===== config.mk =====
export PLATFORM = sky130hd
export DESIGN_NAME = demux1x4_buf
export DESIGN_NICKNAME = d
export VERILOG_FILES = /design/src/rtl/demux1x4_buf_pkg.sv /design/src/rtl/demux_chan_fifo.sv /design/src/rtl/demux1x4_buf.sv
export SDC_FILE = /design/constraint.sdc
export NUM_CORES = 1
export LEC_CHECK = 0
export ABC_AREA = 1
export BUFFER_PORTS_ARGS = -buffer_cell sky130_fd_sc_hd__clkbuf_2
export CAP_MARGIN = 20
export CORE_ASPECT_RATIO = 1.75
export CORE_MARGIN = 2
export CORE_UTILIZATION = 55
export DETAILED_ROUTE_END_ITERATION = 16
export PLACE_DENSITY = 0.8
export SETUP_SLACK_MARGIN = 0.5
export SYNTH_ARGS = -nofsm -noshare
export SYNTH_HDL_FRONTEND = slang
export SYNTH_HIERARCHICAL = 1
export SYNTH_SLANG_ARGS = --single-unit

===== constraint.sdc =====
create_clock -name clk -period 2.5 [get_ports clk]
set_clock_uncertainty 0.1 [all_clocks]
set_input_delay 0.25 -clock clk [delete_from_list [all_inputs] [get_ports clk]]
set_output_delay 0.25 -clock clk [all_outputs]
set_load 0.005 [all_outputs]

===== src/rtl/demux1x4_buf_pkg.sv =====
// Shared constants and types for the 1-to-4 buffered routing demultiplexer.
// Imported by the top and by the per-channel FIFO.
package demux1x4_buf_pkg;

  localparam int WIDTH_DEF = 16;
  localparam int NUM_OUT   = 4;
  localparam int SEL_W     = 2;

  // Occupancy class of one channel. It is derived from the count and never stored.
  typedef enum logic [1:0] {
    CH_EMPTY   = 2'd0,
    CH_PARTIAL = 2'd1,
    CH_FULL    = 2'd2
  } chan_state_e;

endpackage


===== src/rtl/demux_chan_fifo.sv =====
// Single-channel DEPTH-entry synchronous FIFO. The head word is read
// combinationally from registered storage, so a push is visible one cycle later.
module demux_chan_fifo
  import demux1x4_buf_pkg::*;
#(
  parameter int WIDTH = WIDTH_DEF,
  parameter int DEPTH = 2,
  parameter int AW    = $clog2(DEPTH)
) (
  input  logic             clk,
  input  logic             rst_n,
  input  logic             flush,
  input  logic             push,
  input  logic [WIDTH-1:0] din,
  input  logic             pop,
  output logic [WIDTH-1:0] dout,
  output logic             valid,
  output logic             full
);

  localparam logic [AW:0] DEPTH_C = (AW + 1)'(DEPTH);

  logic [WIDTH-1:0] mem_reg [DEPTH];
  logic [AW-1:0]    wr_ptr_reg, wr_ptr_next;
  logic [AW-1:0]    rd_ptr_reg, rd_ptr_next;
  logic [AW:0]      count_reg, count_next;
  chan_state_e      state;
  logic             do_push;
  logic             do_pop;

  always_comb begin
    state = CH_PARTIAL;
    if (count_reg == '0) begin
      state = CH_EMPTY;
    end else if (count_reg == DEPTH_C) begin
      state = CH_FULL;
    end
  end

  assign full    = (state == CH_FULL);
  assign valid   = (state != CH_EMPTY);
  assign dout    = mem_reg[rd_ptr_reg];

  // A full channel refuses the push even if a pop happens in the same cycle.
  assign do_push = push && !full && !flush;
  assign do_pop  = pop && valid && !flush;

  always_comb begin
    wr_ptr_next = wr_ptr_reg;
    rd_ptr_next = rd_ptr_reg;
    count_next  = count_reg;
    if (flush) begin
      wr_ptr_next = '0;
      rd_ptr_next = '0;
      count_next  = '0;
    end else begin
      if (do_push) begin
        wr_ptr_next = wr_ptr_reg + 1'b1;
      end
      if (do_pop) begin
        rd_ptr_next = rd_ptr_reg + 1'b1;
      end
      case ({do_push, do_pop})
        2'b10:   count_next = count_reg + 1'b1;
        2'b01:   count_next = count_reg - 1'b1;
        default: count_next = count_reg;
      endcase
    end
  end

  always_ff @(posedge clk or negedge rst_n) begin
    if (!rst_n) begin
      wr_ptr_reg <= '0;
      rd_ptr_reg <= '0;
      count_reg  <= '0;
    end else begin
      wr_ptr_reg <= wr_ptr_next;
      rd_ptr_reg <= rd_ptr_next;
      count_reg  <= count_next;
    end
  end

  // Flush only rewinds the pointers. Reset also zeroes the stored words.
  always_ff @(posedge clk or negedge rst_n) begin
    if (!rst_n) begin
      for (int i = 0; i < DEPTH; i++) begin
        mem_reg[i] <= '0;
      end
    end else if (do_push) begin
      mem_reg[wr_ptr_reg] <= din;
    end
  end

endmodule


===== src/rtl/demux1x4_buf.sv =====
// 1-to-4 routing demultiplexer. Each destination has its own FIFO, so a stalled
// consumer only backpressures producer words that are addressed to it.
module demux1x4_buf
  import demux1x4_buf_pkg::*;
#(
  parameter int WIDTH = WIDTH_DEF,
  parameter int DEPTH = 2,
  parameter int AW    = $clog2(DEPTH)
) (
  input  logic                     clk,
  input  logic                     rst_n,
  input  logic                     flush,
  input  logic                     in_valid,
  output logic                     in_ready,
  input  logic [SEL_W-1:0]         in_sel,
  input  logic [WIDTH-1:0]         in_data,
  output logic [NUM_OUT-1:0]       out_valid,
  input  logic [NUM_OUT-1:0]       out_ready,
  output logic [NUM_OUT*WIDTH-1:0] out_data
);

  logic [NUM_OUT-1:0] full_vec;
  logic [NUM_OUT-1:0] push_vec;
  logic               sel_full;

  // An unknown select falls to the default arm, so in_ready is never X.
  // This gating does not use in_valid.
  always_comb begin
    sel_full = 1'b0;
    case (in_sel)
      2'd0:    sel_full = full_vec[0];
      2'd1:    sel_full = full_vec[1];
      2'd2:    sel_full = full_vec[2];
      2'd3:    sel_full = full_vec[3];
      default: sel_full = 1'b0;
    endcase
  end

  assign in_ready = !flush && !sel_full;

  genvar gi;
  generate
    for (gi = 0; gi < NUM_OUT; gi++) begin : g_chan
      assign push_vec[gi] = in_valid && in_ready && (in_sel == SEL_W'(gi));

      demux_chan_fifo #(
        .WIDTH (WIDTH),
        .DEPTH (DEPTH),
        .AW    (AW)
      ) u_fifo (
        .clk   (clk),
        .rst_n (rst_n),
        .flush (flush),
        .push  (push_vec[gi]),
        .din   (in_data),
        .pop   (out_ready[gi]),
        .dout  (out_data[gi*WIDTH +: WIDTH]),
        .valid (out_valid[gi]),
        .full  (full_vec[gi])
      );
    end
  endgenerate

endmodule


==> results of run 1 <==
[power by group through the flow]
stage | clock network, mW | logic, mW | registers (mW)
floorplan | 0 | 1.56 | 3.24
global route | 2.93 | 3.25 | 3.55
CTS | 2.81 | 2.54 | 3.28
finish | 2.80 | 2.97 | 3.48
detailed placement | 0 | 2.42 | 3.32
global placement | 0 | 2.37 | 3.30
[final timing paths]
| kind | slack, ps | from | cells past startpoint | endpoint |
|---|---|---|---|---|
| worst min-delay path | 90 | in_data[10] | 3 | g_chan[0].u_fifo/mem_reg[26]$_DFFE_PN0P_ |
| worst min register to register | 380 | g_chan[2].u_fifo/mem_reg[27]$_DFFE_PN0P_ | 2 | g_chan[2].u_fifo/mem_reg[27]$_DFFE_PN0P_ |
| worst max register to register | 380 | g_chan[1].u_fifo/count_reg[0]$_DFFE_PN0P_ | 13 | g_chan[2].u_fifo/mem_reg[23]$_DFFE_PN0P_ |
| worst max-delay path | 380 | g_chan[1].u_fifo/count_reg[0]$_DFFE_PN0P_ | 13 | g_chan[2].u_fifo/mem_reg[23]$_DFFE_PN0P_ |
| max in group asynchronous | 1290 | rst_n | 3 | g_chan[2].u_fifo/mem_reg[0]$_DFFE_PN0P_ |
| min in group asynchronous | 230 | rst_n | 2 | g_chan[3].u_fifo/mem_reg[16]$_DFFE_PN0P_ |
[cells in the final DEF (no fill, tap or decap), types with 3 or more instances in the layout]
master        n
buf_6         8
o21ai_2      73
nor2_4        6
clkinv_2      3
inv_1        94
or2_4         4
nand3_1      17
buf_8         3
nand2_1     291
buf_12        7
nand2_2      33
nand2_4      39
clkbuf_2     93
a21oi_1       4
buf_4        21
nand3_2       4
clkinvlp_4    4
dfrtp_1     144
clkbuf_16    31
bufinv_16     5
o21ai_0      53
inv_2         9
nor2_1       21
o21ai_1      14
inv_6         4
[layout make-up]
| type | count | share of cell area, % |
|---|---|---|
| clock buffer | 20 | 4.812 |
| tap | 168 | 2.264 |
| multi-input combinational | 564 | 33.51 |
| clock inverter | 12 | 2.211 |
| timing repair buffer | 148 | 13.86 |
| inverter | 108 | 4.529 |
| sequential | 144 | 38.82 |
[per-stage QoR]
| stage | hold slack (ps) | cells |
|---|---|---|
| finish | 88.58 | 1164 |
| global route | 98.45 | 1164 |
| CTS | 90.84 | 1137 |
| detailed placement | 109.7 | 1095 |
| global placement | 104.9 | 1095 |
| floorplan | -145.6 | 856 |
[routing by layer]
layer / routed length, µm / global-route usage [%] / vias up
met1: 7651 / 33.84 / 3075
li1: - / - / 2897
met3: 1398 / 4.334 / 95
met5: 0 / 0 / -
met4: 1116 / 11.40 / 0
met2: 11030 / 44.53 / 336
[critical path: cells and delay by family (launching register included)]
kind	cells	cell delay [ps]
and+or+nand+nor	9	1190
AOI/OAI and AO/OA	1	70
DFF	1	370
buffers and inverters	3	270
[what timing repair did]
action | CTS | global route
setup buffers | 8 | 8
pin swaps | 3 | 17
hold buffers | 1 | 0
resized for setup | 15 | 177
endpoints found under the hold margin | 44 | 0
setup endpoints to repair | 67 | 166
cloned | 1 | 19
[kinds of logic after synthesis]
logic type | after synthesis | synth area share (%)
flip-flops | 144 | 52.08
AND/OR/NAND/NOR | 419 | 24.00
AO/OA/AOI/OAI | 145 | 14.01
buffers and inverters | 148 | 9.909
==> metrics, run 1 <==
status finished clean; Critical-path top delay cell dfrtp_1; Reg area 3603 µm²; Die Y 152.4 µm; power per cell area 997.0 nW/µm²; Post-synth EDFFs 0; worst setup path class register to register; CP arrival 2330 ps; DP Worst Slack 326.2 ps; final worst path period share 84.60%; FMAX 472.8 MHz; vias in the first global route 5615; Final Max Slew Viols 0; Seq/Total Area, Yosys 52.08%; number of hold violations in the final report 0; ANT nets after route 0; RePlAce Congestion 0.8645; Nets 1009; post-layout util 75.08%; most numerous cell in the Yosys netlist nand2_1; RSZ-0062 raised after global routing yes; Core ar. 12360 µm²; initial core utilization 55.96%; vias 6403; Async SR Flop Fraction 100.0%; Area contributors post-synth dfrtp_1 52%, nand2_1 19%, o21ai_2 8.1%, o21ai_0 5.5%, inv_1 5.3%; # Max-Cap Violations 0; Worst path max stage delay 370 ps; root buf cell clkbuf_16; Mapped Area 6919 µm²; Final HPWL DP 10790 µm; ys flop type dfrtp_1; slew of the pin with the lowest slew margin 450.8 ps; I/O Buffers 94; Synth warnings 6; CTS Buffer Depth 2; gr usage total 26.75%; Hold Crit Class input port to register; VDD IR-drop max 568.2 µV; post-synth top area share 52.08%; Routed WL per cell 18.21 µm; Critical Path Fanout Max 9; Setup WS post-layout 385.0 ps; overall power 9.254 mW; DRT iter0 DRCs 563; Switch Pwr 3.163 mW; CTS sink count 144; max reg flops 128; Slew headroom 69.94%; Critical Path Start Type register; first-pass GRT wire length 27510 µm; Residual DRC 0; area grow syn2layout 34.16%; DRT Pass-1 Iters 5; Synth Instances 856; CP endpoint kind register; largest net degree at the start of global routing 48; final setup fails 0; CP Cell Sequence inv_2 > nand2_4 > inv_2 > nand3_2 > nand2_2 > nor2_4 > nand3_4 > nor2_4 > nand3_4 > or2_4 > buf_12 > nand2_1 > o21ai_2; clock slew at reported path FFs 60 ps; design area 9283 µm²; DIE WIDTH 88.79 µm; H-tree depth 4; Fillers 818; CP required 2710 ps; area of the multi-input gates 3110 µm²; setup TNS 0 ps; Sw Ratio 34.18%; Vias/cell 5.501; Post-synth top cells 357 x nand2_1, 144 x dfrtp_1, 98 x inv_1, 76 x o21ai_0, 64 x o21ai_2; unique cell type count in the Yosys netlist 19; Placed Area 7478 µm²; total die area 13530 µm²; Gate power share 32.0%; synthesized flop and latch total 144; # diodes 0; fraction of layout cells with a size suffix above 1 35.64%; internal power 6.091 mW; sequential share of power 37.6%; TritonCTS Buffers 17; syn_area_per_cell 8.083 µm²; syn_nets 882; CTS tree done; Clk Latency, worst-skew pair 420 ps; initial antenna violation count 0; LEAKAGE 4.998 nW; io pins 95; Site Rows 54; cell taking the most area after synthesis dfrtp_1; grt ovf 0; Clk network pwr share 30.3%; Final Critical Period 2115 ps; final WL 21200 µm
(Power assumes the default switching activity.)
==> run 2: changes to the inputs <==
Settings changed: ABC_AREA 1 to 0, CORE_UTILIZATION 55 to 52, PLACE_DENSITY 0.8 to 0.79.
Clock period 2.5 ns to 1.7 ns, I/O delays scaled along.
==> run 2 against run 1 <==
Effect of this change:
- the run now ends with negative setup slack left
- fmax rose by 1.9%
- highest routed layer unchanged
- global-route usage rose by 2.4 points
- combinational power fell by 25%
==> metrics, run 2 <==
final WL 20070 µm; initial antenna violation count 0; CTS Buffer Depth 2; Final Critical Period 2076 ps; RSZ-0062 raised after global routing yes; Clk Latency, worst-skew pair 430 ps; Setup WS post-layout -376.2 ps; Residual DRC 0; root buf cell clkbuf_16; FMAX 481.7 MHz; Die Y 153.3 µm; final setup fails 198; unique cell type count in the Yosys netlist 36; CP endpoint kind register; vias 4683; Post-synth EDFFs 0; TritonCTS Buffers 17; syn_nets 473; Placed Area 7944 µm²; Synth warnings 6; CP required 1910 ps; CTS sink count 144; status finished, violations left; CTS tree done; Synth Instances 447; Routed WL per cell 24.48 µm; final worst path period share 122.1%; vias in the first global route 5127; DRT Pass-1 Iters 4; Mapped Area 6621 µm²; # Max-Cap Violations 0; syn_area_per_cell 14.81 µm²; ANT nets after route 0; design area 9728 µm²; VDD IR-drop max 717.7 µV; Post-synth top cells 162 x mux2_2, 144 x dfrtp_1, 30 x mux2_4, 13 x a21oi_1, 11 x o21ai_0; H-tree depth 4; max reg flops 128; Site Rows 54; # diodes 0; clock slew at reported path FFs 70 ps; gr usage total 29.12%; Core ar. 12430 µm²; Hold Crit Class input port to register; Slew headroom 71.16%; worst setup path class register to register; number of hold violations in the final report 0; most common cell after layout, fill and taps aside mux2_4; DRT iter0 DRCs 302; RePlAce Congestion 0.7950; Seq/Total Area, Yosys 54.42%; slew of the pin with the lowest slew margin 432.6 ps; I/O Buffers 94; r2r setup slk -380 ps; grt ovf 0; Async SR Flop Fraction 100.0%; first-pass GRT wire length 29460 µm; most frequent cells in the layout 146 x mux2_4, 140 x dfrtp_1, 91 x clkbuf_2; initial core utilization 53.26%; largest net degree at the start of global routing 41; Critical Path Fanout Max 16; Final HPWL DP 10670 µm; most numerous cell in the Yosys netlist mux2_2; LEAKAGE 4.779 nW; post-synth top area share 54.42%; io pins 95; total die area 13690 µm²; failing checks negative setup slack; Critical Path Start Type register; DP Worst Slack -547.3 ps; Final Max Slew Viols 0; Vias/cell 5.711; Nets 665; cell taking the most area after synthesis dfrtp_1; Area contributors post-synth dfrtp_1 54%, mux2_2 28%, mux2_4 6.8%, a21oi_1 0.98%, o21ai_0 0.83%; fraction of layout cells with a size suffix above 1 71.32%; DIE WIDTH 89.30 µm; ys flop type dfrtp_1; synthesized flop and latch total 144; CP arrival 2290 ps; power per cell area 1094 nW/µm²; area grow syn2layout 46.92%
==> run 2: changes by cell type after synthesis, sizes merged, moves of 8 or more <==
| cell | before | now |
|---|---|---|
| a21oi | 5 | 13 |
| mux2 | 0 | 192 |
| o21ai | 140 | 11 |
| nor2 | 27 | 8 |
| clkbuf | 16 | 3 |
| nand2 | 364 | 3 |
| buf | 24 | 16 |
| nand3 | 23 | 3 |
| inv | 104 | 8 |
==> run 2: per-stage QoR <==
stage / total power [mW] / instances / hold slack (ps) / setup TNS (ps) / utilization (%)
final: 10.64 / 820 / 62.86 / -37710 / 78.25
after global routing: 10.99 / 820 / 61.02 / -46460 / 78.25
after CTS: 10.50 / 808 / 52.88 / -33240 / 76.44
after detailed placement: 6.029 / 738 / 14.21 / -57580 / 63.90
after global placement: 5.943 / 738 / 1.926 / -52580 / 63.90
after floorplan: 5.201 / 447 / -225.6 / -50590 / -
==> run 2: routing by layer <==
| layer | track usage [%] | up-vias | wire length (µm) |
|---|---|---|---|
| li1 | - | 2014 | - |
| met1 | 34.65 | 2443 | 7388 |
| met2 | 49.49 | 171 | 10910 |
| met3 | 6.965 | 55 | 862 |
| met4 | 11.66 | 0 | 909 |
| met5 | 0 | - | 0 |
==> run 2: path summary, 6_finish.rpt <==
check	startpoint	to	depth (start not counted)
worst max-delay path	g_chan[1].u_fifo/count_reg[1]$_DFFE_PN0P_	g_chan[1].u_fifo/mem_reg[14]$_DFFE_PN0P_	6
max in group asynchronous	rst_n	g_chan[3].u_fifo/rd_ptr_reg$_DFFE_PN0P_	3
min in group asynchronous	rst_n	g_chan[3].u_fifo/mem_reg[3]$_DFFE_PN0P_	2
worst min-delay path	in_data[10]	g_chan[0].u_fifo/mem_reg[10]$_DFFE_PN0P_	2
worst max register to register	g_chan[1].u_fifo/count_reg[1]$_DFFE_PN0P_	g_chan[1].u_fifo/mem_reg[14]$_DFFE_PN0P_	6
worst min register to register	g_chan[2].u_fifo/mem_reg[28]$_DFFE_PN0P_	g_chan[2].u_fifo/mem_reg[28]$_DFFE_PN0P_	1
==> run 2: timing repair <==
item,CTS,global route
buffers inserted,26,11
pin swaps,25,16
gates cloned,7,1
hold endpoints to repair,150,0
gates resized for setup,133,37
setup endpoints to repair,213,213
hold buffers,5,0
==> run 2: layout make-up <==
type | instances | area, µm²
flip-flops and latches | 144 | 3608
multi-input cells | 276 | 3573
fillers | 697 | 2704
repair buffers | 192 | 1648
clock buffers | 22 | 474.2
well taps | 168 | 210.2
clock inverters | 10 | 181.4
inverters | 8 | 32.53
==> run 2: critical path, stage by stage (launching register included) <==
cell and delay [ps]:
dfrtp_1 390, nor2b_4 150, nor3b_4 210, inv_2 70, or4b_4 530, buf_12 180
mux2_4 310
==> run 2: cells by family (layout without fill, tap and decap cells) <==
logic type | after synthesis | count (layout) | share of synthesized area (%)
buf+inv | 27 | 232 | 2.362
xor+xnor | 4 | 4 | 0.5290
simple gates | 46 | 46 | 5.121
compound gates | 32 | 32 | 2.721
mux | 194 | 194 | 34.85
flops | 144 | 144 | 54.42
==> run 2: power breakdown <==
| group | switching, mW | leakage (nW) | internal, mW |
|---|---|---|---|
| Clock | 1.48 | 0.320 | 2.72 |
| Sequential | 0.339 | 1.89 | 3.88 |
| Combinational | 0.804 | 2.57 | 1.42 |
